<file path="config.mk">
export PLATFORM = sky130hd
export DESIGN_NAME = cpu_reg_bank
export DESIGN_NICKNAME = d
export VERILOG_FILES = /design/src/rtl/cpu_reg_bank.sv
export SDC_FILE = /design/constraint.sdc
export NUM_CORES = 1
export LEC_CHECK = 0
export CAP_MARGIN = 10
export CELL_PAD_IN_SITES_DETAIL_PLACEMENT = 1
export CELL_PAD_IN_SITES_GLOBAL_PLACEMENT = 2
export CORE_ASPECT_RATIO = 0.7
export CORE_UTILIZATION = 38
export CTS_BUF_LIST = sky130_fd_sc_hd__clkbuf_8
export CTS_CLUSTER_DIAMETER = 120
export DETAILED_ROUTE_END_ITERATION = 8
export GPL_ROUTABILITY_DRIVEN = 0
export PLACE_DENSITY_LB_ADDON = 0.1
export SLEW_MARGIN = 20
export SYNTH_ARGS = -nofsm -noshare
export SYNTH_HDL_FRONTEND = slang
export SYNTH_SLANG_ARGS = --single-unit
</file>
<file path="constraint.sdc">
create_clock -name clk -period 3.1 [get_ports clk]
set_clock_uncertainty 0.15 [all_clocks]
set_input_delay 0.62 -clock clk [delete_from_list [all_inputs] [get_ports clk]]
set_output_delay 0.62 -clock clk [all_outputs]
set_load 0.03 [all_outputs]
</file>
<file path="src/rtl/cpu_reg_bank.sv">
// cpu_reg_bank: small register file with one write port and one registered
// read port. It can also copy one register to another (two busy cycles) and
// clear every register in sequence (DEPTH busy cycles). A read sees a write
// made to the same register on the same edge.
module cpu_reg_bank #(
    parameter  int WIDTH = 8,
    parameter  int DEPTH = 4,
    localparam int AW    = $clog2(DEPTH)
) (
    input  logic             clk,
    input  logic             rst_n,
    input  logic [WIDTH-1:0] in,
    input  logic             set,
    input  logic [AW-1:0]    wr_sel,
    input  logic             enable,
    input  logic [AW-1:0]    rd_sel,
    output logic [WIDTH-1:0] out,
    output logic             out_valid,
    input  logic             mv_req,
    input  logic [AW-1:0]    mv_src,
    input  logic [AW-1:0]    mv_dst,
    input  logic             clr_req,
    output logic             busy
);

    typedef enum logic [1:0] {
        IDLE  = 2'd0,
        MV_RD = 2'd1,
        MV_WR = 2'd2,
        CLEAR = 2'd3
    } state_t;

    state_t           state_q, state_d;
    logic [WIDTH-1:0] regs_q [DEPTH];
    logic [WIDTH-1:0] tmp_q, tmp_d;
    logic [AW-1:0]    src_q, src_d;
    logic [AW-1:0]    dst_q, dst_d;
    logic [AW-1:0]    idx_q, idx_d;
    logic [WIDTH-1:0] out_q;
    logic             valid_q;
    logic             busy_q;

    // single write port shared by IDLE writes, move writes and clear writes
    logic             wr_en;
    logic [AW-1:0]    wr_idx;
    logic [WIDTH-1:0] wr_data;
    logic [WIDTH-1:0] rd_data;

    // next-state logic and write-port selection
    always_comb begin
        state_d = state_q;
        tmp_d   = tmp_q;
        src_d   = src_q;
        dst_d   = dst_q;
        idx_d   = idx_q;
        wr_en   = 1'b0;
        wr_idx  = '0;
        wr_data = '0;
        case (state_q)
            IDLE: begin
                if (clr_req) begin
                    state_d = CLEAR;
                    idx_d   = '0;
                end else if (mv_req) begin
                    state_d = MV_RD;
                    src_d   = mv_src;
                    dst_d   = mv_dst;
                end else if (set) begin
                    wr_en   = 1'b1;
                    wr_idx  = wr_sel;
                    wr_data = in;
                end
            end
            MV_RD: begin
                tmp_d   = regs_q[src_q];
                state_d = MV_WR;
            end
            MV_WR: begin
                wr_en   = 1'b1;
                wr_idx  = dst_q;
                wr_data = tmp_q;
                state_d = IDLE;
            end
            CLEAR: begin
                wr_en   = 1'b1;
                wr_idx  = idx_q;
                wr_data = '0;
                if (idx_q == AW'(DEPTH - 1)) begin
                    state_d = IDLE;
                end else begin
                    idx_d = idx_q + 1'b1;
                end
            end
            default: state_d = IDLE;
        endcase
    end

    // read data with bypass of a same-edge write to the selected register
    always_comb begin
        rd_data = regs_q[rd_sel];
        if (wr_en && (wr_idx == rd_sel)) begin
            rd_data = wr_data;
        end
    end

    // state, register file and registered read port
    always_ff @(posedge clk) begin
        if (!rst_n) begin
            state_q <= IDLE;
            regs_q  <= '{default: '0};
            tmp_q   <= '0;
            src_q   <= '0;
            dst_q   <= '0;
            idx_q   <= '0;
            out_q   <= '0;
            valid_q <= 1'b0;
            busy_q  <= 1'b0;
        end else begin
            state_q <= state_d;
            tmp_q   <= tmp_d;
            src_q   <= src_d;
            dst_q   <= dst_d;
            idx_q   <= idx_d;
            if (wr_en) begin
                regs_q[wr_idx] <= wr_data;
            end
            out_q   <= enable ? rd_data : '0;
            valid_q <= enable;
            busy_q  <= (state_d != IDLE);
        end
    end

    assign out       = out_q;
    assign out_valid = valid_q;
    assign busy      = busy_q;

endmodule

</file>
# Word-level counts from Yosys, hierarchy flattened
# Index checks and enable logic that the tools add are counted.
# W data, S select, Z words.
[classes]
muxes = 29
n_reduce_logical = 9
addsub = 1
n_eq_ne = 7
order_cmp = 4
n_bitwise = 4
div = 0
mul = 0
shifts = 0
[op_table]
columns = ["op", "n"]
rows = [
  ["$mux W8", 9],
  ["$bmux W8 S2", 2],
  ["$bwmux W32", 1],
  ["$demux W8 S2", 1],
  ["$mux W2", 8],
  ["$pmux W8 S2", 1],
  ["$ge A3 B3 Y1 const B", 3],
  ["$not A2 Y3", 3],
  ["$pmux W2 S4", 1],
  ["$eq A2 B2 Y1 const B", 3],
  ["$pmux W2 S3", 1],
  ["$reduce_and A3 Y1", 2],
  ["$ne A2 B2 Y1 const B", 2],
  ["$pmux W2 S2", 1],
  ["$reduce_bool A2 Y1", 2],
  ["$lt A3 B1 Y1 const B", 1],
  ["$mux W1", 3],
  ["$add A2 B1 Y2 const B", 1],
  ["$eq A2 B1 Y1 const B", 1],
  ["$eq A2 B2 Y1", 1],
  ["$logic_and A1 B1 Y1", 2],
  ["$logic_not A2 Y1", 1],
  ["$pmux W1 S2", 1],
  ["$reduce_and A2 Y1", 1],
  ["2 further kinds", 2],
]
[word_totals]
rom_bits = 0
regBits = 58
output_inout_bits = 10
mem_bits_rw = 0
memories = 0
word_cells = 66
latch_bits = 0

# Depth between registers and ports, before layout
[logic_depth]
depth_word = 10
mapped_depth = 7
ltp_nobuf = 6

# Worst setup path after synthesis
# OpenSTA, ideal clock, no wires.
[synth_path]
path_type = "in2reg"
startpoint = "input clr_req"
endpoint = "register regs_q[16] in the netlist's numbering"
setup_time_ns = 0.116
n_path_buf = 1
path_stages = 6
setup_slack_ns = 0.551
arrival_ns = 2.283
t_required_ns = 2.834
path_cell_list = "or4b_1 > buf_2 > mux2_4 > a211oi_4 > mux2i_1 > nor2b_1"
[synth_via]
elab_chain_len = 8
[synth_lines]
columns = ["element", "line_no", "text"]
rows = [
  ["start: declaration", "22", "input logic clr_req,"],
  ["$mux W2", "61", "if (clr_req) begin"],
  ["$pmux W2 S3", "59", "case (state_q)"],
  ["$not A2 Y3 (implied by the code)", "125", "regs_q[wr_idx] <= wr_data;"],
  ["$ge A3 B3 Y1 (implied by the code) / $lt A3 B1 Y1 (equally long branches)", "125", ""],
  ["$logic_and A1 B1 Y1 (implied by the code)", "125", ""],
  ["$mux W8 (implied by the code)", "125", ""],
  ["$demux W8 S2", "125", ""],
  ["$bwmux W32", "125", ""],
  ["end signal: indexed assignment", "125", ""],
  ["end: declaration", "34", "logic [WIDTH-1:0] regs_q [DEPTH];"],
]
# Several ways; a longest one is shown, not always the timed one.
# A chain may end at the register's enable or synchronous reset.

# Worst setup path after layout
[layout_path]
startpoint = "input mv_req"
endpoint = "register regs_q[14] in the netlist's numbering"
[layout_via]
elab_chain_len = 9
[layout_lines]
columns = ["element", "line_no", "text"]
rows = [
  ["start: declaration", "19", "input logic mv_req,"],
  ["$mux W2", "64", "end else if (mv_req) begin"],
  ["$mux W2", "61", ""],
  ["$pmux W2 S3", "59", ""],
  ["$not A2 Y3 (implied by the code)", "125", ""],
  ["$ge A3 B3 Y1 (implied by the code) / $lt A3 B1 Y1 (equally long branches)", "125", ""],
  ["$logic_and A1 B1 Y1 (implied by the code)", "125", ""],
  ["$mux W8 (implied by the code)", "125", ""],
  ["$demux W8 S2", "125", ""],
  ["$bwmux W32", "125", ""],
]
# Several ways; a longest one is shown, not always the timed one.

==> results.json <==
{
  "p_seq_frac": 0.469,
  "clock_latency_ps": 330,
  "grt_pass1_vias": 2007,
  "cp_data_required_time_ps": 3170,
  "syn_to_final_growth_pct": 23.1,
  "ys_seq_elements": 58,
  "clock.fmax_mhz": 373,
  "detail-route-antenna-nets": 0,
  "clock-sinks": 58,
  "cp-end-kind": "flip-flop",
  "relSlewSlack": 0.596,
  "synth_edf_count": 0,
  "syn_nets": 294,
  "yosysSeqAreaShare": 0.403,
  "p_int_uw": 1260,
  "antenna_cells": 0,
  "layout.nets": 327,
  "final.min_clock_period_ps": 2680,
  "dieArea_sq_um": 7940,
  "status": "finished clean",
  "drc": 0,
  "drt_wl_total_um": 6980,
  "drive_above_1_share": 0.163,
  "synth_area_leaders": "dfxtp_1, mux2i_1, mux4_2",
  "async_reset_ff_frac": 0,
  "finalSetupViolations": 0,
  "dr.first_iter.drc_count": 70,
  "ys_top_cells_by_count": "dfxtp_1, mux2i_1, nor2b_1",
  "cts_setup_buffers": 0,
  "tritoncts": "done",
  "clk_pin_slew_ps": 70,
  "arrival_ps": 2750,
  "fin_setup_tns_ps": 0,
  "final_max_slew_viol_count": 0,
  "startpoint_type": "input port",
  "yosysTopAreaCell": "dfxtp_1",
  "ys_types": 31,
  "clkPwrFrac": 0.417,
  "final_hold_viol_count": 0,
  "cts-resized-gates": 0,
  "rows": 26,
  "grt_pass1_wl_um": 11100,
  "utilization": 0.485,
  "fp.coreArea_sq_um": 7320,
  "viasPerCell": 5.06,
  "ys.flop_type": "dfxtp_1",
  "ys_warn_count": 0,
  "routed-via-count": 2048,
  "p_switching_uw": 392,
  "antenna_found_initial": 0,
  "drt_first_pass_iters": 4,
  "finalPower_uw": 1650,
  "grt_max_degree": 49,
  "synth_top_area_share": 0.403,
  "synthCells": 271,
  "avgSynthCellArea_sq_um": 10.6,
  "timing.final.crit_share": 0.865,
  "cts-hold-fix-buffers": 0,
  "gr-usage-all-layers": 0.193,
  "p_leak_uw": 0.00122,
  "syn_area_sq_um": 2880,
  "cellPowerDensity_nw_per_um2": 465,
  "vdd_drop_max_mv": 0.270,
  "worst_hold_slack_ps": 314,
  "start_util": 0.394,
  "numCtsBuffers": 9,
  "yosysMostFrequentCell": "dfxtp_1",
  "hpwlAfterDp_um": 5160,
  "root_buffer": "clkbuf_8",
  "maxCapViolations": 0,
  "worstMarginPinSlew_ps": 605,
  "port_buffers": 31,
  "cp_max_fo": 8,
  "die_w_um": 106,
  "h-tree-depth": 3,
  "die_height_um": 74.9,
  "hold_class": "reg2reg",
  "power_switching_share": 0.238,
  "cts_buffer_depth": 2,
  "worstSetupPathType": "in2reg",
  "grt-ovfl-total": 0,
  "rsz0062_at_grt": "false",
  "wl_per_cell_um": 17.2,
  "combPwrFrac": 0.114,
  "ioPinCount": 32
}
## state kept, by name, summed over array words and instances (netlist names)
name	count
tmp_q	8
out	8
dst_q	2
busy	1
regs_q	32
state_q	2
out_valid	1
idx_q	2
src_q	2
## cell type report
class                           instances  area (sq um)
Tap cell                               98           123
Clock buffer                           11           151
Fill cell                             802          3770
Multi-Input combinational cell        193          1640
Timing Repair Buffer                   42           430
Sequential cell                        58          1160
Clock inverter                          3          40.0
## through the flow
stage / worst slack, ps / area, sq um / std cells
3_3_place_gp: 131 / 3360 / 391
5_1_grt: 316 / 3550 / 405
6_report: 419 / 3550 / 405
2_1_floorplan: 551 / 2880 / 271
4_1_cts: 411 / 3550 / 405
3_5_place_dp: 68.5 / 3360 / 391
## critical path, stage by stage
cell and delay (ps):
clkdlybuf4s50_1 440, or4b_1 580, a2bb2oi_1 200, or3_1 580, mux2i_1 250, nor2b_1 60
## placed cells by master, fill, tap and decap left out, drive strengths merged, types with 3 or more instances in the layout
cell,n
dfxtp,58
and2,4
mux4,16
nor2,5
a21boi,11
nand2b,3
clkdlybuf4s50,31
o21ai,3
clkbuf,11
mux2i,44
buf,11
a22o,8
mux2,3
nand2,37
nor2b,40
## metal layers
metal | global-route usage | part of all wire
met5 | 0 | 0
met4 | 0.0463 | 0.0079
met3 | 0.0442 | 0.034
met2 | 0.269 | 0.38
met1 | 0.299 | 0.58
## logic make-up (layout without fill, tap and decap cells)
| group | count (synthesis) | count (layout) | synth area share |
|---|---|---|---|
| AO/OA/AOI/OAI | 29 | 29 | 0.0868 |
| XOR/XNOR | 1 | 1 | 0.00304 |
| AND/OR/NAND/NOR | 99 | 99 | 0.185 |
| buffers and inverters | 20 | 56 | 0.0269 |
| flip-flops | 58 | 58 | 0.403 |
| adder cells (fa/ha/maj) | 1 | 1 | 0.00434 |
| multiplexers | 63 | 63 | 0.291 |
## power groups by stage
stage               clock network, uW  registers [uW]  logic [uW]
detailed placement                  0             791         189
CTS                               711             775         190
finish                            688             774         188
floorplan                           0             783         119
global placement                    0             791         189
global route                      740             776         203
## final timing paths
path,startpoint,endpoint,slack (ps),cells past startpoint
worst min-delay path,tmp_q[6]$_SDFFE_PN0P_,tmp_q[6]$_SDFFE_PN0P_,310,2
worst min register to register,tmp_q[6]$_SDFFE_PN0P_,tmp_q[6]$_SDFFE_PN0P_,310,2
worst max-delay path,mv_req,regs_q[14]$_SDFFE_PN0P_,420,6
worst max register to register,state_q[0]$_SDFF_PN0_,regs_q[14]$_SDFFE_PN0P_,680,5
Note: power is estimated with default switching activity, not from simulation.
